===== config.mk =====
export PLATFORM = sky130hd
export DESIGN_NAME = value_uart_tx
export DESIGN_NICKNAME = d
export VERILOG_FILES = /design/src/rtl/counter_pkg.sv /design/src/rtl/sync_fifo.sv /design/src/rtl/value_uart_tx.sv
export SDC_FILE = /design/constraint.sdc
export NUM_CORES = 1
export LEC_CHECK = 0
export CORE_MARGIN = 4
export CORE_UTILIZATION = 63
export DETAILED_ROUTE_END_ITERATION = 16
export PLACE_DENSITY = 0.84
export SYNTH_ARGS = -nofsm -noshare
export SYNTH_HDL_FRONTEND = slang
export SYNTH_SLANG_ARGS = --single-unit

===== constraint.sdc =====
create_clock -name clk -period 3.4 [get_ports clk]
set_input_delay 0.68 -clock clk [delete_from_list [all_inputs] [get_ports clk]]
set_output_delay 0.68 -clock clk [all_outputs]
set_load 0.05 [all_outputs]

===== src/rtl/counter_pkg.sv =====
// Shared types and constants for the counter datapath and its UART consumer.
package counter_pkg;
  timeunit 1ns;
  timeprecision 100ps;

  localparam int COUNTER_WIDTH             = 8;
  localparam int UART_CLKS_PER_BIT_DEFAULT = 4;

  typedef enum logic [1:0] {
    IDLE,
    START,
    DATA,
    STOP
  } uart_state_t;
endpackage


===== src/rtl/sync_fifo.sv =====
// Show-ahead synchronous FIFO. A write is accepted while full when a read
// happens in the same cycle.
module sync_fifo #(
  parameter int WIDTH = 8,
  parameter int DEPTH = 4
) (
  input  logic                     clk,
  input  logic                     reset,
  input  logic                     wr_en,
  input  logic [WIDTH-1:0]         wr_data,
  input  logic                     rd_en,
  output logic [WIDTH-1:0]         rd_data,
  output logic                     full,
  output logic                     empty,
  output logic [$clog2(DEPTH):0]   level
);
  timeunit 1ns;
  timeprecision 100ps;

  localparam int AW = $clog2(DEPTH);
  localparam int LW = AW + 1;

  logic [WIDTH-1:0] mem [DEPTH];
  logic [AW-1:0]    wr_ptr;
  logic [AW-1:0]    rd_ptr;
  logic             wr_ok;
  logic             rd_ok;

  assign full    = (level == LW'(DEPTH));
  assign empty   = (level == '0);
  assign rd_data = mem[rd_ptr];
  assign rd_ok   = rd_en && !empty;
  assign wr_ok   = wr_en && (!full || rd_ok);

  // NOTE: the storage array has no reset; pointers and level alone define
  // which entries are valid, so resetting the data would only cost logic.
  always_ff @(posedge clk) begin
    if (wr_ok) mem[wr_ptr] <= wr_data;
  end

  always_ff @(posedge clk or negedge reset) begin
    if (!reset) begin
      wr_ptr <= '0;
      rd_ptr <= '0;
      level  <= '0;
    end else begin
      if (wr_ok) wr_ptr <= wr_ptr + AW'(1);
      if (rd_ok) rd_ptr <= rd_ptr + AW'(1);
      case ({wr_ok, rd_ok})
        2'b10:   level <= level + LW'(1);
        2'b01:   level <= level - LW'(1);
        default: level <= level;
      endcase
    end
  end
endmodule


===== src/rtl/value_uart_tx.sv =====
// Queues every change of the counter value and sends it as an 8N1 UART frame,
// LSB first. Changes arriving while the queue is full are dropped and flagged.
module value_uart_tx
  import counter_pkg::*;
#(
  parameter int WIDTH        = COUNTER_WIDTH,
  parameter int CLKS_PER_BIT = UART_CLKS_PER_BIT_DEFAULT,
  parameter int FIFO_DEPTH   = 4
) (
  input  logic                          clk,
  input  logic                          reset,
  input  logic [WIDTH-1:0]              value,
  output logic                          tx,
  output logic                          busy,
  output logic [$clog2(FIFO_DEPTH):0]   level,
  output logic                          overflow
);
  timeunit 1ns;
  timeprecision 100ps;

  localparam int BW = $clog2(CLKS_PER_BIT);
  localparam int IW = $clog2(WIDTH);

  uart_state_t      state_q, state_n;
  logic [BW-1:0]    baud_q, baud_n;
  logic [IW-1:0]    bit_q, bit_n;
  logic [WIDTH-1:0] shift_q, shift_n;
  logic             tx_q, tx_n;
  logic [WIDTH-1:0] prev_q;
  logic             overflow_q;

  logic             push;
  logic             pop;
  logic             last_tick;
  logic [WIDTH-1:0] fifo_data;
  logic             fifo_full;
  logic             fifo_empty;

  assign push = (value != prev_q);

  sync_fifo #(
    .WIDTH (WIDTH),
    .DEPTH (FIFO_DEPTH)
  ) u_fifo (
    .clk     (clk),
    .reset   (reset),
    .wr_en   (push),
    .wr_data (value),
    .rd_en   (pop),
    .rd_data (fifo_data),
    .full    (fifo_full),
    .empty   (fifo_empty),
    .level   (level)
  );

  assign last_tick = (baud_q == BW'(CLKS_PER_BIT - 1));

  // NOTE: every signal assigned here gets a default first, so no path through
  // the case leaves a value unassigned and no latch is inferred.
  always_comb begin
    state_n = state_q;
    baud_n  = baud_q;
    bit_n   = bit_q;
    shift_n = shift_q;
    tx_n    = tx_q;
    pop     = 1'b0;
    case (state_q)
      IDLE: begin
        if (!fifo_empty) begin
          pop     = 1'b1;
          shift_n = fifo_data;
          state_n = START;
          tx_n    = 1'b0;
          baud_n  = '0;
        end
      end
      START: begin
        baud_n = baud_q + BW'(1);
        if (last_tick) begin
          state_n = DATA;
          tx_n    = shift_q[0];
          baud_n  = '0;
          bit_n   = '0;
        end
      end
      DATA: begin
        baud_n = baud_q + BW'(1);
        if (last_tick) begin
          baud_n = '0;
          if (bit_q == IW'(WIDTH - 1)) begin
            state_n = STOP;
            tx_n    = 1'b1;
          end else begin
            // The next bit to drive is the one about to land in shift[0].
            shift_n = shift_q >> 1;
            tx_n    = shift_q[1];
            bit_n   = bit_q + IW'(1);
          end
        end
      end
      STOP: begin
        baud_n = baud_q + BW'(1);
        if (last_tick) begin
          state_n = IDLE;
          baud_n  = '0;
        end
      end
      default: begin
        state_n = IDLE;
        tx_n    = 1'b1;
      end
    endcase
  end

  // NOTE: sequential state uses non-blocking assignments so every register
  // samples pre-edge values regardless of statement order.
  always_ff @(posedge clk or negedge reset) begin
    if (!reset) begin
      state_q    <= IDLE;
      baud_q     <= '0;
      bit_q      <= '0;
      shift_q    <= '0;
      tx_q       <= 1'b1;
      prev_q     <= '0;
      overflow_q <= 1'b0;
    end else begin
      state_q <= state_n;
      baud_q  <= baud_n;
      bit_q   <= bit_n;
      shift_q <= shift_n;
      tx_q    <= tx_n;
      prev_q  <= value;
      if (push && fifo_full && !pop) overflow_q <= 1'b1;
    end
  end

  assign tx       = tx_q;
  assign busy     = (state_q != IDLE);
  assign overflow = overflow_q;
endmodule


Yosys cells after proc, flatten, opt, wreduce, memory -nomap -nowiden
Memories as Yosys holds them, arrays and structs flattened.
Index checks and enable logic that the tools add are counted.

storage, ports and cells
  output and inout port bits = 6
  RAM bits = 32
  logic and storage cells = 79
  memories = 1
  register bits = 32
  bits of input ports = 10

cells by class
  $add $sub $neg = 6
  muxes and demuxes = 27
  equal/unequal tests = 15
  reductions and logical operators = 20

memory list
  memory      words  width  read ports  clocked after memory_dff  write ports  RTL line         RTL
  u_fifo.mem  4      8      1           0                         1            sync_fifo.sv:23  logic [WIDTH-1:0] mem [DEPTH];

operators by type and width
  operator                                              number
  two-way mux 8 bit                                     3
  case mux 8 bit (2 select lines)                       1
  two-way mux 2 bit                                     7
  inequality test 2 bit (second input constant)         6
  case mux 3 bit (2 select lines)                       2
  AND reduction 4 bit                                   3
  two-way mux 3 bit                                     3
  equality test 2 bit (second input constant)           4
  two-way mux 1 bit                                     8
  inequality test 8 bit                                 1
  case mux 2 bit (4 select lines)                       1
  nonzero test 2 bit                                    4
  adder 2 x 1 -> 2 bit (second input constant)          3
  adder 3 x 1 -> 3 bit (second input constant)          2
  equality test 3 bit (second input constant)           2
  AND reduction 5 bit                                   1
  equality test 2 x 1 -> 1 bit (second input constant)  2
  logical AND 1 bit                                     4
  case mux 2 bit (2 select lines)                       1
  zero test 1 bit                                       3
  zero test 3 bit                                       1
  case mux 1 bit (3 select lines)                       1
  nonzero test 3 bit                                    1
  OR reduction 3 bit                                    1
  3 further kinds                                       3

Logic depth before layout (Yosys ltp)
  depth after elaboration = 8
  mapped depth = 11

Cells and area by module
A second synthesis with hierarchy kept.

unflattened totals
  cell total of the unflattened synthesis = 185
  area total of the unflattened synthesis = 2807.7 sq um

by module, submodules not included
  module         times used  cells each  area an instance (sq um)
  sync_fifo      1           81          1586.5
  value_uart_tx  1           104         1221.2

Least setup slack after synthesis
No wires, ideal clock.

  path type = input to register
  start = input value[7]
  end = register u_fifo.level[2]
  data required time = 3.252 ns
  cell stages on the path = 10
  library setup time = 0.148 ns
  arrival time = 2.255 ns
  slack = 0.997 ns
  path through = xor2_1 -> nor4_2 -> a21oi_2 -> inv_1 -> ha_1 -> inv_1 -> fa_1 -> xor2_1 -> nor2_1 -> xor2_1

on the way
  word-level cells in the longest chain between the ends = 4

ends and longest elaborated chain
  item                                                                   RTL line             RTL
  start, declared                                                        value_uart_tx.sv:12  input logic [WIDTH-1:0] value,
  inequality test 8 bit (*)                                              value_uart_tx.sv:39  assign push = (value != prev_q);
  logical AND 1 bit (*)                                                  sync_fifo.sv:33      assign wr_ok = wr_en && (!full || rd_ok);
  equality test 2 x 1 -> 1 bit or equality test 2 bit (tied branches)    sync_fifo.sv:49      case ({wr_ok, rd_ok})
  case mux 3 bit (2 select lines) or nonzero test 2 bit (tied branches)  -
  end signal, assigned                                                   sync_fifo.sv:50      2'b10: level <= level + LW'(1);
  end signal, assigned                                                   sync_fifo.sv:51      2'b01: level <= level - LW'(1);
  end signal, assigned                                                   sync_fifo.sv:52      default: level <= level;
  end, declared                                                          sync_fifo.sv:15      output logic [$clog2(DEPTH):0] level

Mark *: on every way between the ends. The rest lies on a longest branch, timed or not.
A chain may end at the register's enable or synchronous reset.

Worst setup path in the final report
Same ends and word-level chain as after synthesis.

==> impl_metrics.tcl <==
set metrics [dict create \
    fill_cells 273 \
    antenna_found_initial 0 \
    ctsResizeCount 0 \
    synthFlopType "edfxtp_1" \
    syn_area_um2 2820 \
    synth_compound_area_share_pct 6.04 \
    maxCapViolCount 0 \
    synth_top_family_by_area "multiplexers" \
    path_cells "clkdlybuf4s50_1, xor2_1, nor4_2, a21oi_2, inv_1, ha_1, inv_1, fa_1, xor2_1, nor2_1, xor2_1" \
    syn_to_final_growth_pct 12.8 \
    rsz0062_at_grt "false" \
    skew_ps 9.39 \
    switchingPower_mw 1.14 \
    hpwl_um 3200 \
    cts_root_buffer "clkbuf_8" \
    die_w_um 74.8 \
    hold_class "reg2reg" \
    dr.pass1.iters 4 \
    max_freq_mhz 356 \
    fin_util_pct 73.0 \
    io_buffers 15 \
    num_rows 24 \
    crit_slowest_cell "clkdlybuf4s50_1" \
    gr-usage-all-layers_pct 19.1 \
    placed_cells 250 \
    diodes 0 \
    ys_seq_elements 64 \
    finalSetupViolCount 0 \
    synth-adder-area-share_pct 6.49 \
    drc_errors 0 \
    vias 1535 \
    end_kind "register" \
    timing.final.crit_share_pct 82.5 \
    hold_violations 0 \
    cts_tree "done" \
    slew_headroom_pct 47.9 \
    insertion_delay_ps 340 \
    p_int_mw 1.94 \
    synth_cell_types 37 \
    synth_seq_area_share_pct 62.6 \
    syn_area_per_cell_um2 15.1 \
    switching_share_pct 37.0 \
    dieArea_um2 5600 \
    clockBufferDepth 2 \
    grt_pass1_wl_um 7610 \
    ant_nets 0 \
    arrival_ps 3070 \
    crit_path_start_kind "input pin" \
    drv_slew 0 \
    ys_top_cells_by_area "edfxtp_1 (34%), dfrtp_1 (28%), mux4_2 (6.4%)" \
    pwr-share-clk_pct 18.0 \
    path_class "in2reg" \
    avgViaCountPerCell 5.77 \
    postCtsSetupBuffers 0 \
    ir_worst_vdd_uv 503 \
    combPwrFrac_pct 38.6 \
    p_leak_nw 1.27 \
    cpPeakStageDelay_ps 500 \
    yosysWarnings 0 \
    timing.rr.end "u_fifo.level[2]" \
    holdPathEnd "overflow" \
    synthCells 187 \
    wire_per_inst_um 17.1 \
    drt_iter0_drc 69 \
    cp_common_cell "xor2_1" \
    synthMuxAreaShare_pct 10.9 \
    fin_crit_ps 2810 \
    hold_slack_ps 454 \
    cp_max_fo 7 \
    whs_path_depth 1 \
    cts_sinks 64 \
    reg2reg_setup_slack_ps 930 \
    async_reset_ff_share_pct 50.0 \
    routed_wl_um 4550 \
    grt_pass1_vias 1582 \
    r2r_start "state_q[0]" \
    die_height_um 74.8 \
    synth_xor_area_share_pct 4.36 \
    yosysTopAreaCellShare_pct 34.1 \
    place_congestion 0.786 \
    r2r_cells 11 \
    cts_max_level 3 \
    tns_ps 0 \
    yosys.area.top_type "edfxtp_1" \
    cts.clk_slew.worst_paths_ps 70 \
    ios 16 \
    cts_made_buffers 9 \
    cellPowerDensity_nw_per_um2 972 \
    ctsHoldBuffers 0 \
    syn_nets 211 \
    synthSimpleGateAreaFrac_pct 7.29 \
    seqPwrFrac_pct 43.4 \
    fin_cells 266 \
    synth-edff-count 32 \
    cp.required_ps 3660 \
    worst_pin_slew_ps 782 \
    hold_start "overflow" \
    outcome "finished, final reports clean" \
    drive_above_1_share_pct 15.0 \
    layout.nets 233 \
    overflow 0 \
    coreArea_um2 4350 \
    grt_max_degree 33 \
    start_util_pct 64.7 \
]
[power by group through the flow]
stage                     clock [mW]  sequential (mW)  combinational (mW)
after floorplan                    0             1.34               0.897
after CTS                      0.569             1.34                1.21
final                          0.557             1.34                1.19
after global routing           0.609             1.38                1.31
after global placement             0             1.33                1.13
after detailed placement           0             1.36                1.20
[state kept, by name (all words and copies together) (netlist names)]
signal and cells:
baud_q 2, bit_q 3, overflow 1, prev_q 8
shift_q 8, state_q 2, tx 1, u_fifo.level 3
u_fifo.mem 32, u_fifo.rd_ptr 2, u_fifo.wr_ptr 2
[cell usage in the layout, fill, tap and decap left out, types with 4 or more instances in the layout]
cell,netlist,final
a21oi_1,7,7
a22o_1,5,5
and2_1,4,4
clkbuf_8,0,9
clkdlybuf4s50_1,0,15
dfrtp_1,31,31
edfxtp_1,32,32
ha_1,13,13
inv_1,10,10
mux2i_1,9,9
mux4_2,8,8
nand2_1,10,10
nor2_1,11,11
o21ai_0,4,4
xor2_1,11,11
[layout make-up]
type | instances | area (µm²) | area share (%)
repair buffers | 16 | 158 | 4.96
inverters | 10 | 37.5 | 1.18
flip-flops and latches | 64 | 1760 | 55.5
multi-input cells | 108 | 988 | 31.1
well taps | 52 | 65.1 | 2.05
clock buffers | 12 | 135 | 4.25
clock inverters | 4 | 30.0 | 0.945
[worst max-delay path by stage]
stage                   from               to  slack [ps]
floorplan           value[7]  u_fifo.level[2]        1000
finish              value[7]  u_fifo.level[2]         590
CTS                 value[7]  u_fifo.level[2]         580
global route        value[7]  u_fifo.level[2]         410
detailed placement  value[7]  u_fifo.level[2]         210
global placement    value[7]  u_fifo.level[2]         360
[stage by stage]
step	total power, mW	instance area, µm²	setup slack, ps
6_report	3.09	3180	595
5_1_grt	3.30	3180	406
2_1_floorplan	2.24	2820	997
4_1_cts	3.12	3180	585
3_5_place_dp	2.56	3010	214
3_3_place_gp	2.46	3010	357
[per-layer routing]
metal  up-vias  GRT usage (%)  wire, µm
li1        718              -         -
met1       773           22.7      1900
met2        30           30.9      2390
met3        14           7.61       183
met4         0           7.91        75
met5         -              0         0
[synth_stat cells (2+ instances only)]
cell	instances
mux2i_1	9
buf_2	3
a22o_1	5
xor2_1	11
nand2_1	10
edfxtp_1	32
ha_1	13
mux4_2	8
a21o_1	2
o21ai_0	4
nor4_2	2
xnor2_1	3
inv_1	10
nor2_1	11
a21oi_2	2
and2_1	4
dfrtp_1	31
nand2b_1	2
a21oi_1	7
[logic make-up (layout without fill, tap and decap cells)]
family | count (synthesis) | in the layout
AND/OR/NAND/NOR | 35 | 35
adder cells (fa/ha/maj) | 14 | 14
XOR/XNOR | 14 | 14
multiplexers | 20 | 20
AO/OA/AOI/OAI | 25 | 25
buffers and inverters | 15 | 42
flip-flops | 64 | 64
[worst max-delay path, delay by kind of cell]
kind	cells	cell delay (ps)
buf+inv	3	640
fa+ha+maj	2	540
compound gates	1	180
simple gates	2	530
xor+xnor	3	510
Note: power is estimated with default switching activity, not from simulation.
